**src/rtl/if_id_skid.sv**
```systemverilog
// IF/ID pipeline register with a one-entry skid buffer so that IF can keep
// streaming while ID stalls. All outputs are driven from registered state.
module if_id_skid #(
   parameter int unsigned          CPU_WIDTH  = 16,
   parameter int unsigned          ADDR_WIDTH = 16,
   parameter logic [CPU_WIDTH-1:0] NOP_INST   = {CPU_WIDTH{1'b0}}
) (
   input  logic                  clk,
   input  logic                  rst_n,
   input  logic                  flush,
   input  logic                  hold_flag,
   input  logic                  if_valid,
   output logic                  if_ready,
   input  logic [ADDR_WIDTH-1:0] if_pc,
   input  logic [CPU_WIDTH-1:0]  if_inst,
   input  logic                  if_fault,
   output logic                  id_valid,
   input  logic                  id_ready,
   output logic [ADDR_WIDTH-1:0] id_pc,
   output logic [CPU_WIDTH-1:0]  id_inst,
   output logic                  id_fault,
   output logic [1:0]            occupancy
);

   // Encoding doubles as the occupancy count.
   typedef enum logic [1:0] {
      EMPTY = 2'd0,
      ONE   = 2'd1,
      FULL  = 2'd2
   } state_e;

   state_e                  state_q, state_d;
   logic [ADDR_WIDTH-1:0]   head_pc_q, head_pc_d, skid_pc_q, skid_pc_d;
   logic [CPU_WIDTH-1:0]    head_inst_q, head_inst_d, skid_inst_q, skid_inst_d;
   logic                    head_fault_q, head_fault_d, skid_fault_q, skid_fault_d;
   logic                    accept, consume;

   assign accept  = if_valid & (state_q != FULL);
   assign consume = (state_q != EMPTY) & id_ready & ~hold_flag;

   always_comb begin
      state_d      = state_q;
      head_pc_d    = head_pc_q;
      head_inst_d  = head_inst_q;
      head_fault_d = head_fault_q;
      skid_pc_d    = skid_pc_q;
      skid_inst_d  = skid_inst_q;
      skid_fault_d = skid_fault_q;
      if (flush) begin
         state_d = EMPTY;
      end else begin
         case (state_q)
            EMPTY: begin
               if (accept) begin
                  head_pc_d    = if_pc;
                  head_inst_d  = if_inst;
                  head_fault_d = if_fault;
                  state_d      = ONE;
               end
            end
            ONE: begin
               if (accept && consume) begin
                  head_pc_d    = if_pc;
                  head_inst_d  = if_inst;
                  head_fault_d = if_fault;
               end else if (accept) begin
                  skid_pc_d    = if_pc;
                  skid_inst_d  = if_inst;
                  skid_fault_d = if_fault;
                  state_d      = FULL;
               end else if (consume) begin
                  state_d = EMPTY;
               end
            end
            FULL: begin
               if (consume) begin
                  head_pc_d    = skid_pc_q;
                  head_inst_d  = skid_inst_q;
                  head_fault_d = skid_fault_q;
                  state_d      = ONE;
               end
            end
            default: state_d = EMPTY;
         endcase
      end
   end

   always_ff @(posedge clk or negedge rst_n) begin
      if (!rst_n) begin
         state_q      <= EMPTY;
         head_pc_q    <= '0;
         head_inst_q  <= NOP_INST;
         head_fault_q <= 1'b0;
         skid_pc_q    <= '0;
         skid_inst_q  <= '0;
         skid_fault_q <= 1'b0;
      end else begin
         state_q      <= state_d;
         head_pc_q    <= head_pc_d;
         head_inst_q  <= head_inst_d;
         head_fault_q <= head_fault_d;
         skid_pc_q    <= skid_pc_d;
         skid_inst_q  <= skid_inst_d;
         skid_fault_q <= skid_fault_d;
      end
   end

   assign if_ready  = (state_q != FULL);
   assign id_valid  = (state_q != EMPTY);
   assign id_pc     = head_pc_q;
   assign id_inst   = id_valid ? head_inst_q : NOP_INST;
   assign id_fault  = id_valid & head_fault_q;
   assign occupancy = state_q;

endmodule

```
**config.mk**
```make
export PLATFORM = sky130hd
export DESIGN_NAME = if_id_skid
export DESIGN_NICKNAME = d
export VERILOG_FILES = /design/src/rtl/if_id_skid.sv
export SDC_FILE = /design/constraint.sdc
export NUM_CORES = 1
export LEC_CHECK = 0
export ABC_AREA = 1
export BUFFER_PORTS_ARGS = -buffer_cell sky130_fd_sc_hd__buf_2
export CAP_MARGIN = 20
export CORE_ASPECT_RATIO = 1.2
export CORE_MARGIN = 2
export CORE_UTILIZATION = 45
export CTS_CLUSTER_SIZE = 16
export DETAILED_ROUTE_END_ITERATION = 10
export PLACE_DENSITY = 0.78
export SLEW_MARGIN = 20
export SYNTH_ARGS = -nofsm -noshare
export SYNTH_HDL_FRONTEND = slang
export SYNTH_SLANG_ARGS = --single-unit
```
**constraint.sdc**
```tcl
create_clock -name clk -period 1.6 [get_ports clk]
set_input_delay 0 -clock clk [delete_from_list [all_inputs] [get_ports clk]]
set_output_delay 0 -clock clk [all_outputs]
set_load 0.02 [all_outputs]
```
==> impl_metrics.tcl, run 1 <==
set metrics [dict create \
    rows 34 \
    grt_pass1_wl_mm 13.4 \
    dieArea_mm2 0.00798 \
    cts_tree "built" \
    synthArstFlopShare_pct 100 \
    routed_wl_mm 7.80 \
    crit_arrival_ps 1490 \
    yosysTopAreaCellShare_pct 52.0 \
    final_nets 596 \
    die_x_um 81.9 \
    initial_core_util_pct 45.8 \
    slew_headroom_pct 70.8 \
    drc 0 \
    power_w 0.00654 \
    grt_max_degree 69 \
    dp.cells 601 \
    synth_flop_cell "dfrtp_1" \
    gp_congestion 0.791 \
    syn_to_final_growth_pct 33.2 \
    yosysSeqAreaShare_pct 52.0 \
    core_mm2 0.00715 \
    cap_violations 0 \
    synthCells 447 \
    powerDensity_mw_per_mm2 1500 \
    vias 3126 \
    syn-mean-instance-area_um2 7.33 \
    clock_skew_ps 9.09 \
    path_clk_slew_ps 70 \
    drtPass1Iterations 4 \
    numClockSinks 68 \
    antenna_found_initial 0 \
    grt_pass1_vias 3010 \
    ys_seq_elements 68 \
    clkLatencyLatePin_ps 350 \
    post-route-util_pct 61.0 \
    grt-ovfl-total 0 \
    drt_iter0_markers 307 \
    period_minus_slack_ps 1490 \
    post-cts-setup-buffer-count 0 \
    synthTopCellsByArea "dfrtp_1 52%, nand2_1 28%, nand3_1 5.5%" \
    fin_cells 652 \
    io_pins 76 \
    vdd_drop_max_v 0.000910 \
    tightest_slew_ps 437 \
    cp_max_fo 18 \
    synth_edf_count 0 \
    die_h_um 97.4 \
    startpoint_type "flip-flop" \
    netlist_area_mm2 0.00327 \
    diodes 0 \
    timing.fmax_ghz 0.670 \
    setup_violations 0 \
    grt_usage_pct 21.7 \
    drive_above_1_share_pct 19.8 \
    endpoint_kind "primary output" \
    worstPathRequired_ps 1600 \
    clockRootBuffer "clkbuf_8" \
    port_buffers 75 \
    postRouteAntennaNets 0 \
    rsz0062_at_grt "no" \
    syn-num-nets 486 \
    cts_htree_levels 3 \
    synth_largest_area_cell "dfrtp_1" \
    yosys_warnings 0 \
    drt-wirelength-per-cell_um 12.0 \
    slew_viol_final 0 \
    final_hold_viol_count 0 \
    fin_crit_sh_pct 93.2 \
    p_leak_nw 2.50 \
    vias_per_cell 4.79 \
    clockBufferDepth 2 \
    path_class "flip-flop to primary output" \
    hpwl_mm 5.03 \
    synth.distinct_cells 17 \
    cts_buffers 9 \
    status "completed" \
    hp-class "primary input to flip-flop" \
    synth_common_cells "240 x nand2_1, 68 x dfrtp_1, 36 x nand3_1" \
    fin_tns_setup_ps 0 \
    synth.most_common_cell "nand2_1" \
]
-- final cells by class --
| cell class | instances | area (um2) |
|---|---|---|
| clock inverter | 4 | 95.1 |
| clock buffer | 12 | 155 |
| fill | 639 | 2790 |
| inverter | 36 | 135 |
| multi-input combinational | 321 | 1310 |
| timing repair buffer | 121 | 850 |
| sequential | 68 | 1700 |
| tap | 90 | 113 |
-- stage by stage --
stage          cell area [um2]  setup slack (ps)  hold slack (ps)
5_1_grt                   4360              11.9             74.1
3_3_place_gp              3750               194             47.7
4_1_cts                   4350              97.2             37.9
2_1_floorplan             3270               149             -296
6_report                  4360               109             45.4
3_5_place_dp              3750               144             44.2
-- flip-flops by register name, indices dropped and copies added, names as in the netlist --
name / cells
skid_pc_q: 16
head_fault_q: 1
skid_fault_q: 1
skid_inst_q: 16
occupancy: 2
head_inst_q: 16
id_pc: 16
-- metal layers --
layer	track usage (%)	vias up	wire length [um]	part of all wire, %
met5	0	-	0	0
met4	12.3	0	318	4.1
met3	3.90	25	403	5.2
met2	33.5	100	3700	47
met1	28.2	1427	3370	43
li1	-	1574	-	-
-- power by group --
group	switching (W)	internal, W	total, W
Sequential	0.000359	0.00242	0.00278
Combinational	0.00127	0.000729	0.00200
Clock	0.000635	0.00112	0.00175
-- logic make-up after synthesis --
family,count (synthesis),synth area share [%]
and+or+nand+nor,301,36.6
DFF,68,52.0
buffers and inverters,58,8.06
AOI/OAI and AO/OA,20,3.32
-- placed cells by master (no fill, tap or decap), types with 7 or more instances in the layout --
master | netlist | routed
buf_2 | 13 | 75
buf_4 | 2 | 7
clkbuf_8 | 0 | 11
dfrtp_1 | 68 | 68
dlygate4sd3_1 | 0 | 35
inv_1 | 33 | 33
nand2_1 | 240 | 240
nand3_1 | 36 | 36
nor2_1 | 19 | 18
o21ai_0 | 18 | 18
-- path summary, 6_finish.rpt --
check	from	slack [ps]	cells past startpoint	to
max	occupancy[1]	110	5	id_inst[11]
min	hold_flag	50	5	occupancy[0]
max reg2reg	occupancy[1]	130	6	occupancy[1]
min reg2reg	id_pc[1]	470	2	id_pc[1]
max in group asynchronous	rst_n	1110	3	skid_pc_q[6]
min in group asynchronous	rst_n	190	3	skid_pc_q[10]
-- worst max-delay path, stage by stage (launching register included) --
cell,delay (ps)
dfrtp_1,410
buf_4,160
nor2_4,110
buf_4,230
nor2_1,70
buf_2,160
-- repair_timing --
action / CTS / global route
hold buffers: 35 / 0
endpoints found under the setup margin: 0 / 38
gates resized for setup: 0 / 2
hold endpoints to repair: 106 / 0
Note: power is estimated with default switching activity, not from simulation.
==> run 2, diff against run 1 <==
--- a/config.mk
+++ b/config.mk
@@ -5,7 +5,7 @@
 export SDC_FILE = /design/constraint.sdc
 export NUM_CORES = 1
 export LEC_CHECK = 0
-export ABC_AREA = 1
+export ABC_AREA = 0
 export BUFFER_PORTS_ARGS = -buffer_cell sky130_fd_sc_hd__buf_2
 export CAP_MARGIN = 20
 export CORE_ASPECT_RATIO = 1.2
@@ -13,7 +13,7 @@
 export CORE_UTILIZATION = 45
 export CTS_CLUSTER_SIZE = 16
 export DETAILED_ROUTE_END_ITERATION = 10
-export PLACE_DENSITY = 0.78
+export PLACE_DENSITY = 0.77
 export SLEW_MARGIN = 20
 export SYNTH_ARGS = -nofsm -noshare
 export SYNTH_HDL_FRONTEND = slang
==> run 2 against run 1 <==
Effect of this change:
- non-clock buffer count unchanged
- worst setup slack worse by 90 ps
- sequential cell count unchanged
- critical path type is now flip-flop to flip-flop
- sequential power down 10%
- final cell count down 34%
- die area up 1.4%
- routed wire length down 20%
- clock power down 35%
- core utilization down 0.59 points
- clock skew down 2.6 ps
- final area down 0.37%
- combinational power down 28%
==> impl_metrics.tcl, run 2 <==
set metrics [dict create \
    grt_pass1_wl_mm 10.2 \
    ys_seq_elements 68 \
    p_leak_nw 2.05 \
    synthCells 215 \
    vdd_drop_max_v 0.000582 \
    drt-wirelength-per-cell_um 14.6 \
    routed_wl_mm 6.24 \
    whs_ps 31.1 \
    fin_tns_setup_ps 0 \
    yosysTopAreaCellShare_pct 51.2 \
    synth_largest_area_cell "dfrtp_1" \
    status "completed" \
    core_mm2 0.00719 \
    fin_crit_sh_pct 98.8 \
    yosysSeqAreaShare_pct 51.2 \
    synth.distinct_cells 22 \
    path_clk_slew_ps 60 \
    netlist_area_mm2 0.00332 \
    die_h_um 98.1 \
    cpLargestDelayFamily "multiplexers" \
    cp_slowest_cell "dfrtp_2" \
    synth_flop_cell "dfrtp_1" \
    cts_buffers 9 \
    drc 0 \
    synth_common_cells "69 x mux2_2, 68 x dfrtp_1, 30 x mux2_4" \
    yosys_warnings 0 \
    tightest_slew_ps 364 \
    hp-class "primary input to flip-flop" \
    fillers 565 \
    path_cells "nor2b_4 > buf_12 > mux2_4 > mux2_2" \
    clkLatencyLatePin_ps 330 \
    synthTopCellsByArea "dfrtp_1 51%, mux2_2 23%, mux2_4 14%" \
    slew_headroom_pct 75.7 \
    grt_usage_pct 16.9 \
    drtPass1Iterations 4 \
    initial_core_util_pct 46.2 \
    dieArea_mm2 0.00809 \
    syn-mean-instance-area_um2 15.5 \
    rsz0062_at_grt "yes" \
    antenna_found_initial 0 \
    worstPathRequired_ps 1810 \
    grt_max_degree 69 \
    numClockSinks 68 \
    cp_num_buf_inv 1 \
    cts_tree "built" \
    mostFrequentLayoutCells "75 x buf_2, 67 x mux2_2, 66 x dfrtp_1" \
    synthArstFlopShare_pct 100 \
    vias_per_cell 4.78 \
    rows 34 \
    endpoint_kind "flip-flop" \
    hpwl_mm 4.06 \
    grt-ovfl-total 0 \
    drt_iter0_markers 52 \
    port_buffers 75 \
    syn_to_final_growth_pct 30.7 \
    startpoint_type "flip-flop" \
    design_area_mm2 0.00434 \
    dp_slack_ps -0.859 \
    io_pins 76 \
    path_class "flip-flop to flip-flop" \
    setup_violations 0 \
    diodes 0 \
    powerDensity_mw_per_mm2 1160 \
    final_hold_viol_count 0 \
    place_area_mm2 0.00383 \
    cts_htree_levels 3 \
    clockBufferDepth 2 \
    timing.fmax_ghz 0.632 \
    clock_skew_ps 6.44 \
    layout_commonest_cell "buf_2" \
    synth_edf_count 0 \
    drive_above_1_share_pct 60.5 \
    vias 2052 \
    gp_congestion 0.787 \
    finalWorstSetupSlack_ps 18.6 \
    cp_max_fo 18 \
    final_nets 374 \
    grt_pass1_vias 2146 \
    slew_viol_final 0 \
    crit_arrival_ps 1790 \
    syn-num-nets 254 \
    clockRootBuffer "clkbuf_8" \
    cap_violations 0 \
    cpPeakStageDelay_ps 470 \
    synth.most_common_cell "mux2_2" \
    die_x_um 82.4 \
    postRouteAntennaNets 0 \
    period_minus_slack_ps 1580 \
]
-- run 2: cell types whose count changed in the layout (fill, tap and decap cells not counted), moves of 3 or more --
cell / delta
inv_2: -3
bufinv_16: -3
nor2b_1: +18
mux2_4: +32
o21ai_0: -17
nor2_1: -17
nand2_1: -238
mux2_2: +67
inv_1: -31
nand3_1: -36
-- run 2: layout make-up --
| class | count | area, um2 | share of cell area [%] |
|---|---|---|---|
| timing repair buffer | 121 | 875 | 20.1 |
| tap | 90 | 113 | 2.59 |
| multi-input combinational | 133 | 1500 | 34.4 |
| sequential | 68 | 1700 | 39.2 |
| clock buffer | 12 | 135 | 3.11 |
| clock inverter | 3 | 15.0 | 0.346 |
| inverter | 2 | 7.51 | 0.173 |
-- run 2: metal layers --
metal	up-vias	wire, um	global-route usage (%)
met5	-	0	0
met4	0	93	7.69
met3	6	284	4.34
met2	52	3150	26.9
met1	1000	2720	21.5
li1	994	-	-
-- run 2: worst paths after layout --
path / cells past startpoint / to / from / slack (ps)
max: 4 / id_pc[14] / occupancy[0] / 20
min: 3 / occupancy[1] / hold_flag / 30
max reg2reg: 4 / id_pc[14] / occupancy[0] / 20
min reg2reg: 1 / head_inst_q[4] / head_inst_q[4] / 500
max in group asynchronous: 3 / occupancy[1] / rst_n / 1090
min in group asynchronous: 3 / id_pc[15] / rst_n / 210
-- run 2: per-stage QoR --
step,util [%],total power [W],std cells
final,60.4,0.00506,429
after global routing,60.4,0.00537,429
after CTS,60.4,0.00513,429
after detailed placement,53.3,0.00391,379
after global placement,53.3,0.00382,379
after floorplan,-,0.00345,215
-- run 2: logic make-up after synthesis --
group	Yosys count	share of synthesized area, %
AO/OA/AOI/OAI	5	1.32
buffers and inverters	14	4.03
flip-flops	68	51.2
multiplexers	99	36.9
AND/OR/NAND/NOR	29	6.51
-- run 2: power breakdown --
group / internal [W] / total (W) / switching [W] / leakage [nW]
logic: 0.000815 / 0.00143 / 0.000619 / 1.15
clock network: 0.000548 / 0.00113 / 0.000586 / 0.0800
registers: 0.00224 / 0.00249 / 0.000254 / 0.812
-- run 2: tightest hold or removal path: stages --
cell,delay [ps]
buf_2,90
nor2b_1,60
nor3_1,160
-- run 2: timing repair --
item | CTS | global route
setup buffers | 0 | 0
setup endpoints to repair | 2 | 16
hold buffers | 35 | 0
endpoints found under the hold margin | 102 | 0
gates resized for setup | 2 | 1
==> run 3, diff against run 2 <==
--- a/config.mk
+++ b/config.mk
@@ -6,13 +6,14 @@
 export NUM_CORES = 1
 export LEC_CHECK = 0
 export ABC_AREA = 0
-export BUFFER_PORTS_ARGS = -buffer_cell sky130_fd_sc_hd__buf_2
+export BUFFER_PORTS_ARGS = -buffer_cell sky130_fd_sc_hd__buf_4
 export CAP_MARGIN = 20
 export CORE_ASPECT_RATIO = 1.2
 export CORE_MARGIN = 2
 export CORE_UTILIZATION = 45
 export CTS_CLUSTER_SIZE = 16
 export DETAILED_ROUTE_END_ITERATION = 10
+export GPL_TIMING_DRIVEN = 0
 export PLACE_DENSITY = 0.77
 export SLEW_MARGIN = 20
 export SYNTH_ARGS = -nofsm -noshare
==> constraint.sdc (replaced) <==
create_clock -name clk -period 1.6 [get_ports clk]
set_input_delay 0.16 -clock clk [delete_from_list [all_inputs] [get_ports clk]]
set_output_delay 0.16 -clock clk [all_outputs]
set_load 0.02 [all_outputs]
==> run 3 against run 2 <==
Effect of this change:
- the run now ends with negative setup slack left
- worst hold slack improved by 29 ps
- final area increased by 3.1%
- die area did not move
- worst setup slack lost 56 ps
- global-route usage decreased by 0.13 points
- total power increased by 6.1%
- sequential share of layout area decreased by 1.2 points
- critical endpoint is now id_pc[10]
- largest cell class unchanged
- highest routed layer unchanged
==> impl_metrics.tcl, run 3 (synthesis results as in run 2) <==
set metrics [dict create \
    cp_num_buf_inv 3 \
    cp_max_fo 7 \
    grt_max_degree 69 \
    final_hold_viol_count 0 \
    drtPass1Iterations 6 \
    final_nets 353 \
    multiInputGateArea_mm2 0.00154 \
    path_clk_slew_ps 70 \
    path_class "flip-flop to flip-flop" \
    period_minus_slack_ps 1640 \
    die_x_um 82.4 \
    hpwl_mm 4.26 \
    post-route-util_pct 62.3 \
    cap_violations 0 \
    dp.cells 380 \
    drt_iter0_markers 41 \
    endpoint_kind "flip-flop" \
    initial_core_util_pct 46.2 \
    crit_arrival_ps 1860 \
    vias_per_cell 5.06 \
    vias 2063 \
    grt_pass1_vias 2181 \
    slew_headroom_pct 42.4 \
    p_leak_nw 2.10 \
    cts_tree "built" \
    timing.fmax_ghz 0.611 \
    grt_usage_pct 16.8 \
    violations "negative setup slack" \
    cts_buffers 9 \
    status "finished with violations" \
    gp_congestion 0.732 \
    clockRootBuffer "clkbuf_8" \
    drt-wirelength-per-cell_um 16.1 \
    cts_htree_levels 3 \
    tightest_slew_ps 864 \
    port_buffers 75 \
    grt_pass1_wl_mm 10.2 \
    startpoint_type "flip-flop" \
    numClockSinks 68 \
    seq_area_mm2 0.00170 \
    hp-class "primary input to flip-flop" \
    die_h_um 98.1 \
    path_depth 6 \
    rsz0062_at_grt "yes" \
    ff2ff_path_depth 6 \
    clkLatencyLatePin_ps 330 \
    clockBufferDepth 2 \
    drc 0 \
    fin_cells 408 \
    core_mm2 0.00719 \
    fin_crit_sh_pct 102 \
    syn_to_final_growth_pct 34.8 \
    grt-ovfl-total 0 \
    postRouteAntennaNets 0 \
    cpPeakStageDelay_ps 460 \
    rows 34 \
    clock_skew_ps 8.22 \
    io_pins 76 \
    dieArea_mm2 0.00809 \
    mostFrequentLayoutCells "77 x buf_4, 66 x dfrtp_1, 61 x mux2_2" \
    drive_above_1_share_pct 70.4 \
    worstPathRequired_ps 1820 \
    routed_wl_mm 6.57 \
    cp_slowest_cell "dfrtp_2" \
    worstHoldPathCells 2 \
    cpLargestDelayFamily "flip-flops" \
    fillers 560 \
    slew_viol_final 0 \
    path_cells "buf_6 > nor4b_4 > a31oi_4 > buf_12 > clkbuf_16 > mux2_4" \
    powerDensity_mw_per_mm2 1200 \
    vdd_drop_max_v 0.000797 \
    setup_violations 39 \
    antenna_found_initial 0 \
    finalWorstSetupSlack_ps -37.6 \
    layout_commonest_cell "buf_4" \
    diodes 0 \
]
## run 3: metrics by stage
step           total power (W)  hold WS, ps  setup TNS, ps  area, um2  worst slack [ps]
2_1_floorplan          0.00345         -136          -1000       3330             -41.9
3_3_place_gp           0.00395          325          -5240       4010              -461
3_5_place_dp           0.00402          329          -5730       4010              -421
4_1_cts                0.00532         37.0          -1100       4310             -48.5
5_1_grt                0.00566         46.8          -2900       4480             -76.0
6_report               0.00536         60.0           -492       4480             -37.6
## run 3: worst reg2reg max path: cells and delay by family, from the launching register on
kind            cells  cell delay (ps)
flops               1              460
buf+inv             3              470
compound gates      1               60
mux                 1              290
simple gates        1              250
## run 3: layout make-up
class | instances | share of cell area (%)
Sequential cell | 68 | 38.0
Clock inverter | 2 | 0.223
Buffer | 11 | 3.55
Multi-Input combinational cell | 133 | 34.3
Clock buffer | 13 | 3.55
Tap cell | 90 | 2.51
Timing Repair Buffer | 89 | 17.6
Inverter | 2 | 0.223
## run 3: worst paths after layout
check	slack [ps]	endpoint	startpoint
max in group asynchronous	490	occupancy[1]	rst_n
max reg2reg	-40	id_pc[10]	occupancy[0]
min reg2reg	500	head_inst_q[7]	head_inst_q[7]
min in group asynchronous	460	id_pc[13]	rst_n
min	60	occupancy[1]	flush
max	-40	id_pc[10]	occupancy[0]
## run 3: repair_timing
item                       in CTS  in global routing
resized for setup              11                 32
pin swaps                       1                  2
hold buffers                    1                  0
gates cloned                    2                  2
buffers inserted                7                  2
setup endpoints to repair      47                 82
hold endpoints to repair       68                  0
## run 3: metal layers
metal	track usage, %	vias up	routed length [um]	part of all wire, %
met3	4.71	12	339	5.2
met4	6.92	0	125	1.9
met1	20.7	1046	2740	42
met2	27.4	53	3370	51
li1	-	952	-	-
met5	0	-	0	0
## run 3: report_power, final
| group | leakage, nW | internal (W) | switching (W) | total [W] |
|---|---|---|---|---|
| clock network | 0.0893 | 0.000635 | 0.000600 | 0.00124 |
| logic | 1.20 | 0.000987 | 0.000646 | 0.00163 |
| registers | 0.812 | 0.00224 | 0.000260 | 0.00250 |
